[src/rtl/data_transfer_buffer.sv]
// Buffered start/end transfer stage: FIFO capture on start_ev, latency-timed end_ev presentation.
// Optional TRANSFER_COUNT_EN adds a saturating handshake counter on xfer_count.
module data_transfer_buffer #(
  parameter int DATA_W  = 64,
  parameter int DEPTH   = 4,
  parameter int LATENCY = 2
) (
  input  logic                     clock,
  input  logic                     reset,
  input  logic                     start_ev,
  input  logic [DATA_W-1:0]        in_data,
  input  logic                     out_ready,
  output logic                     end_ev,
  output logic [DATA_W-1:0]        out_data,
  output logic                     full,
  output logic [$clog2(DEPTH):0]   count,
  output logic                     overflow
`ifdef TRANSFER_COUNT_EN
  ,
  output logic [15:0]              xfer_count
`endif
);

  localparam int PTR_W    = $clog2(DEPTH);
  localparam int CNT_W    = $clog2(DEPTH) + 1;
  localparam int LAT_LOAD = (LATENCY >= 2) ? LATENCY - 2 : 0;
  localparam int LAT_W    = (LATENCY > 2) ? $clog2(LATENCY - 1) : 1;
  localparam bit LAT_ONE  = (LATENCY == 1);

  typedef enum logic [1:0] {S_IDLE, S_WAIT, S_PRESENT} state_t;

  state_t              r_state;
  logic [DATA_W-1:0]   r_mem [DEPTH];
  logic [PTR_W-1:0]    r_wr_ptr;
  logic [PTR_W-1:0]    r_rd_ptr;
  logic [CNT_W-1:0]    r_count;
  logic                r_full;
  logic                r_overflow;
  logic                r_end_ev;
  logic [DATA_W-1:0]   r_out_data;
  logic [LAT_W-1:0]    r_lat;

  logic                w_push;
  logic                w_pop;
  logic [CNT_W-1:0]    w_cnt_next;
  logic [CNT_W-1:0]    w_old_left;
  logic [PTR_W-1:0]    w_rd_next;
  logic [DATA_W-1:0]   w_head;

  assign w_push     = start_ev & ~r_full;
  assign w_pop      = (r_state == S_PRESENT) & out_ready;
  assign w_cnt_next = r_count + CNT_W'(w_push) - CNT_W'(w_pop);
  assign w_old_left = r_count - CNT_W'(w_pop);
  assign w_rd_next  = r_rd_ptr + PTR_W'(w_pop);
  // When no stored word survives this edge, the next head is the word being pushed now.
  assign w_head     = (w_old_left == '0) ? in_data : r_mem[w_rd_next];

  always_ff @(posedge clock) begin
    if (w_push) r_mem[r_wr_ptr] <= in_data;
  end

  always_ff @(posedge clock or posedge reset) begin
    if (reset) begin
      r_wr_ptr   <= '0;
      r_rd_ptr   <= '0;
      r_count    <= '0;
      r_full     <= 1'b0;
      r_overflow <= 1'b0;
    end else begin
      if (w_push) r_wr_ptr <= r_wr_ptr + PTR_W'(1);
      r_rd_ptr <= w_rd_next;
      r_count  <= w_cnt_next;
      r_full   <= (w_cnt_next == CNT_W'(DEPTH));
      if (start_ev && r_full) r_overflow <= 1'b1;
    end
  end

  always_ff @(posedge clock or posedge reset) begin
    if (reset) begin
      r_state    <= S_IDLE;
      r_end_ev   <= 1'b0;
      r_out_data <= '0;
      r_lat      <= '0;
    end else begin
      case (r_state)
        S_IDLE: begin
          if (w_cnt_next != '0) begin
            if (LAT_ONE) begin
              r_state    <= S_PRESENT;
              r_end_ev   <= 1'b1;
              r_out_data <= w_head;
            end else begin
              r_state <= S_WAIT;
              r_lat   <= LAT_W'(LAT_LOAD);
            end
          end
        end
        S_WAIT: begin
          if (r_lat == '0) begin
            r_state    <= S_PRESENT;
            r_end_ev   <= 1'b1;
            r_out_data <= w_head;
          end else begin
            r_lat <= r_lat - LAT_W'(1);
          end
        end
        S_PRESENT: begin
          if (out_ready) begin
            if (w_cnt_next == '0) begin
              r_state  <= S_IDLE;
              r_end_ev <= 1'b0;
            end else if (LAT_ONE) begin
              r_out_data <= w_head;
            end else begin
              r_state  <= S_WAIT;
              r_end_ev <= 1'b0;
              r_lat    <= LAT_W'(LAT_LOAD);
            end
          end
        end
        default: begin
          r_state  <= S_IDLE;
          r_end_ev <= 1'b0;
        end
      endcase
    end
  end

`ifdef TRANSFER_COUNT_EN
  logic [15:0] r_xfer_count;

  always_ff @(posedge clock or posedge reset) begin
    if (reset) begin
      r_xfer_count <= '0;
    end else if (w_pop && (r_xfer_count != 16'hFFFF)) begin
      r_xfer_count <= r_xfer_count + 16'd1;
    end
  end

  assign xfer_count = r_xfer_count;
`endif

  assign end_ev   = r_end_ev;
  assign out_data = r_out_data;
  assign full     = r_full;
  assign count    = r_count;
  assign overflow = r_overflow;

endmodule

[config.mk]
export PLATFORM = sky130hd
export DESIGN_NAME = data_transfer_buffer
export DESIGN_NICKNAME = d
export VERILOG_FILES = /design/src/rtl/data_transfer_buffer.sv
export SDC_FILE = /design/constraint.sdc
export NUM_CORES = 1
export LEC_CHECK = 0
export BUFFER_PORTS_ARGS = -buffer_cell sky130_fd_sc_hd__buf_2
export CAP_MARGIN = 25
export CORE_MARGIN = 3
export CORE_UTILIZATION = 35
export DETAILED_ROUTE_END_ITERATION = 10
export PLACE_DENSITY = 0.53
export SLEW_MARGIN = 20
export SYNTH_ARGS = -nofsm -noshare
export SYNTH_HDL_FRONTEND = slang
export SYNTH_SLANG_ARGS = --single-unit
export TNS_END_PERCENT = 100
[constraint.sdc]
create_clock -name clock -period 2.9 [get_ports clock]
set_clock_uncertainty 0.05 [all_clocks]
set_input_delay 0 -clock clock [delete_from_list [all_inputs] [get_ports clock]]
set_output_delay 0 -clock clock [all_outputs]
set_load 0.05 [all_outputs]
; ---- Word level (Yosys, flattened, before mapping)
; Memory sizes are Yosys's and may differ from the RTL's.
; Cells that the tools add are included.
[totals]
reg_bits = 77
ram_bits = 256
in_bits = 68
output_inout_bits = 70
wordCells = 54
memories = 1
[classes]
addsub = 6
n_eq_ne = 7
mux = 16
n_bitwise = 5
reduce_logical = 10
[memory_table]
columns = name, words, width, read_ports, rd_ports_with_merged_regs, wr, line
row1 = r_mem, 4, 64, 1, 0, 1, 33  ; logic [DATA_W-1:0] r_mem [DEPTH];
[ops]
columns = cell, n
row1 = 2-to-1 mux 64 bit, 1
row2 = 2-to-1 mux 1 bit, 9
row3 = "!= test 2 bit, second input constant", 4
row4 = logical NOT 3 bit, 2
row5 = 2-to-1 mux 2 bit, 3
row6 = one-hot mux 1 bit (3 select lines), 2
row7 = one-hot mux 2 bit (3 select lines), 1
row8 = AND reduction 3 bit, 2
row9 = nonzero test 3 bit, 2
row10 = subtractor 3 x 1 -> 3 bit, 2
row11 = AND reduction 4 bit, 1
row12 = adder 3 x 1 -> 3 bit, 1
row13 = "equality test 3 bit, second input constant", 1
row14 = NOT 1 bit, 3
row15 = adder 2 x 1 -> 2 bit, 1
row16 = "adder 2 x 1 -> 2 bit, second input constant", 1
row17 = AND 1 bit, 2
row18 = "equality test 2 x 1 -> 1 bit, second input constant", 1
row19 = "equality test 2 bit, second input constant", 1
row20 = logical NOT 2 bit, 1
row21 = AND reduction 2 bit, 1
row22 = logical AND 1 bit, 1
row23 = "subtractor 1 bit, second input constant", 1

; ---- Logic depth before layout (Yosys ltp)
[logic_depth]
ltp_word = 8
mapped_depth = 9
ltp_nobuf = 8

; ---- Worst setup path before layout
; OpenSTA, ideal clock, no wires.
[synth_timing]
path_kind = flip-flop to flip-flop
start = register r_full, in the netlist full
end = memory r_mem[2][0], enable pin
setup_time_ns = 0.429
arrival_ns = 2.542
required_time_ns = 2.421
path_slack_ns = -0.121
stages_incl_launch_ff = 4
path_buffers = 1
synth_period_minus_slack_ns = 3.021
cell_sequence = dfrtp_1 nor2b_1 clkbuf_1 and2_1
[synth_via]
elab_chain_len = 4
[synth_lines]
columns = element, line
row1 = start: declaration, 37  ; logic r_full;
row2 = start signal: assignment, 73  ; r_full <= (w_cnt_next == CNT_W'(DEPTH));
row3 = NOT 1 bit, 50  ; assign w_push = start_ev & ~r_full;
row4 = AND 1 bit, 50
row5 = 2-to-1 mux 1 bit, 59  ; if (w_push) r_mem[r_wr_ptr] <= in_data;
row6 = 2-to-1 mux 1 bit (not written as such), 59
row7 = end: declaration, 33
; Every way passes these cells.

; ---- Worst setup path after layout
[layout_timing]
start = register r_state[0]
end = register r_out_data[57], in the netlist out_data[57]
[layout_via]
elab_chain_len = 5
[layout_lines]
columns = element, line
row1 = start: declaration, 32  ; state_t r_state;
row2 = start signal: assignment, 80  ; r_state <= S_IDLE;
row3 = start signal: assignment, 89  ; r_state <= S_PRESENT;
row4 = start signal: assignment, 93  ; r_state <= S_WAIT;
row5 = equality test 2 bit, 51  ; assign w_pop = (r_state == S_PRESENT) & out_ready;
row6 = AND 1 bit, 51
row7 = adder 2 x 1 -> 2 bit, 54  ; assign w_rd_next = r_rd_ptr + PTR_W'(w_pop);
row8 = named net w_rd_next[0], 47  ; logic [PTR_W-1:0] w_rd_next;
row9 = memory read (4 x 64 bit), n/a
row10 = 2-to-1 mux 64 bit, 56  ; assign w_head = (w_old_left == '0) ? in_data : r_mem[w_rd_next];
row11 = end signal: assignment, 91  ; r_out_data <= w_head;
row12 = end signal: assignment, 102  ; r_out_data <= w_head;
row13 = end signal: assignment, 113  ; r_out_data <= w_head;
row14 = end: declaration, 40  ; logic [DATA_W-1:0] r_out_data;
; The timed path passes the listed nets, and every way through them passes these cells.
; A chain may end at the register's enable or synchronous reset.

==> impl_results.md <==
- Nature of the critical path startpoint: flop
- Area Overhead vs Synth: 25.5%
- Most common library cells after synthesis: edfxtp_1, nand2_1, dfrtp_1
- Slew margin rel.: a little over two fifths
- Tot GR Track Use: approximately 15%
- Ys Warns: 0
- FF+latch count, synth: roughly 330
- Vias in the first global route: between 7000 and 8000
- Clk root buf: clkbuf_16
- Mean Syn Cell Area: 17.2 um^2
- Post-synth EDFFs: between 200 and 300
- Pin count of the biggest net entering global routing: 86
- Slew Limit Fails: 0
- Worst-path cell chain: and3b_1 -> ha_4 -> buf_4 -> mux4_2 -> nand2_1 -> a31oi_1
- Vias post-DR: about 7000
- Min-delay worst type: in2async
- Setup TNS: 0 ns
- Slew @ Worst Pin: about 0.87 ns
- First-pass GRT wire length: about 44000 um
- Final instance area: about 16000 um^2
- Max Cap Violations: 0
- Clock buffer depth: 3
- Final hold vios: 0
- CP Capture Type: flop
- Worst Path Required: ~3.2 ns
- Synth top area share: roughly three fifths
- Mapped Nets: just over 800
- Die Ht: a little under 200 um
- Multi-input logic area: approximately 2900 um^2
- Slowest stage cell, crit path: mux4_2
- Clk sink count: between 300 and 400
- Starting Density: between 30% and 40%
- Share of cells above drive strength 1: about 29%
- Core area: between 30000 and 40000 um^2
- Nets@finish: approximately 1000
- Largest stage delay, worst path: roughly 0.53 ns
- Synthesized area: between 10000 and 15000 um^2
- Pre-CTS WS: between 0.4 and 0.5 ns
- Seq/Total Area, Yosys: 75.4%
- Minimum clock period: ~2.4 ns
- Row count: slightly below 70
- Routed wire length: 28400 um
- Cells after synthesis: 738
- Max Fanout on Critical Path: 11
- Final ANT Viol Nets: 0
- HPWL after DPL: between 15000 and 20000 um
- Pwr Total: ~19 mW
- P_leak: roughly 5.8 nW
- Status: completed
- CTS tree: yes
- Via/cell ratio: about 4.8
- Gp weighted congestion: 0.678
- Clk slew on worst S/H paths: approximately 0.06 ns
- Cell area power density: 1190 nW/um^2
- Io pins: between 100 and 150
- Register area: 9590 um^2
- Synth top area cells: edfxtp_1, dfrtp_1, mux4_2, nand2_1, a31oi_1
- Worst setup margin: a little over 0.5 ns
- Clk_lat worst skew: approximately 0.5 ns
- DP Cell Count: around 1300
- Fillers: around 3100
- Wire per inst: 19.6 um
- Synth cell types: 28
- RSZ-0062 raised after global routing: no
- Final period util: between 80% and 90%
- Leading area contributor after synthesis: edfxtp_1
- IO Port Bufs: 137
- Peak supply drop: roughly 650 uV
- Ys async rst share: between 20% and 30%
- Overflow after GRT: 0
- Die X: 197 um
- First DRT Iteration DRCs: between 300 and 400
- Crit Path Class: reg2reg
- Residual DRC: 0
- Crit path DAT: 2.70 ns
- Initial DRT Pass Iterations: 4
- WHS: approximately 0.18 ns
- Max Freq: between 400 and 500 MHz
- CTS resizes: 0
- Placed inst area: about 14000 um^2
- DIE AREA: 38700 um^2
- Htree depth: 2
- Layout Utilization: between 40% and 50%
- Initial antenna violation count: 1
- Final std cells w/o fill: about 1500
- Most frequent cell after synthesis: edfxtp_1
- Total CTS buffers: 37
- Post-CTS Setup Inserts: 0
- Count of final setup violators: 0
- Primary FF master, synth: edfxtp_1
-- critical path, delay by kind of cell (launching register included) --
family | cells | cell delay, ns
AOI/OAI and AO/OA | 1 | 0.08
DFF | 1 | 0.41
buffers and inverters | 1 | 0.30
adders and majority gates | 1 | 0.31
and+or+nand+nor | 2 | 0.54
muxes | 1 | 0.53
-- kinds of logic (layout without fill, tap and decap cells) --
group | count (synthesis) | after routing | share of synthesized area, %
buf+inv | 51 | 301 | 2.12
fa+ha+maj | 7 | 7 | 0.748
other cells | 0 | 1 | 0
simple gates | 205 | 205 | 6.28
flops | 332 | 332 | 75.4
xor+xnor | 5 | 5 | 0.344
compound gates | 71 | 71 | 3.53
mux | 67 | 67 | 11.6
-- report_power, final --
| group | internal (mW) | switching, mW | leakage [nW] | total, mW |
|---|---|---|---|---|
| sequential | 6.42 | 0.471 | 3.19 | 6.89 |
| combinational | 2.72 | 4.76 | 2.00 | 7.49 |
| clock | 2.79 | 1.80 | 0.590 | 4.58 |
| total | 11.9 | 7.03 | 5.78 | 19.0 |
-- what timing repair did --
action,CTS,global route
hold buffers,67,0
setup endpoints to repair,0,0
hold endpoints to repair,383,0
-- placed cells by master, fill, tap and decap left out, types with 2 or more instances in the layout --
master           n
edfxtp_1       256
buf_2          137
nand2_1        129
dfrtp_1         76
dlygate4sd3_1   67
nor2_1          64
a31oi_1         64
mux4_2          63
clkbuf_16       39
clkbuf_1        12
buf_12          11
buf_4           10
inv_1            7
clkinv_2         6
ha_1             5
and2_4           4
clkinv_1         4
nor2b_1          3
bufinv_16        3
nor3_1           2
xor2_1           2
xnor2_1          2
o21ai_0          2
a21o_1           2
clkbuf_8         2
-- worst paths after layout --
path	startpoint	endpoint	slack, ns	depth (start not counted)
setup / recovery	r_state[0]	out_data[57]	0.51	6
hold / removal	reset	out_data[57]	0.18	3
setup reg to reg	r_state[0]	out_data[57]	0.51	6
hold reg to reg	overflow	overflow	0.40	1
max in group asynchronous	reset	out_data[11]	1.83	4
min in group clock	in_data[27]	r_mem[3][27]	0.20	2
-- routing by layer --
layer / share of wire [%] / track usage, %
met4: 1.5 / 2.98
met5: 0 / 0
met1: 46 / 21.1
met3: 4.9 / 2.96
met2: 48 / 24.1
-- sequential cells by signal, indices dropped and copies added (netlist names) --
signal / count
r_wr_ptr: 2
out_data: 64
full: 1
r_state: 2
r_mem: 256
end_ev: 1
count: 3
overflow: 1
r_rd_ptr: 2
-- layout make-up --
| cell class | count | share of cell area (%) |
|---|---|---|
| sequential | 332 | 60.1 |
| multi-input combinational | 355 | 18.2 |
| timing repair buffer | 225 | 10.3 |
| clock buffer | 53 | 6.57 |
| tap | 461 | 3.61 |
| clock inverter | 15 | 0.956 |
| inverter | 8 | 0.204 |
| antenna | 1 | 0.0157 |
(Power assumes the default switching activity.)
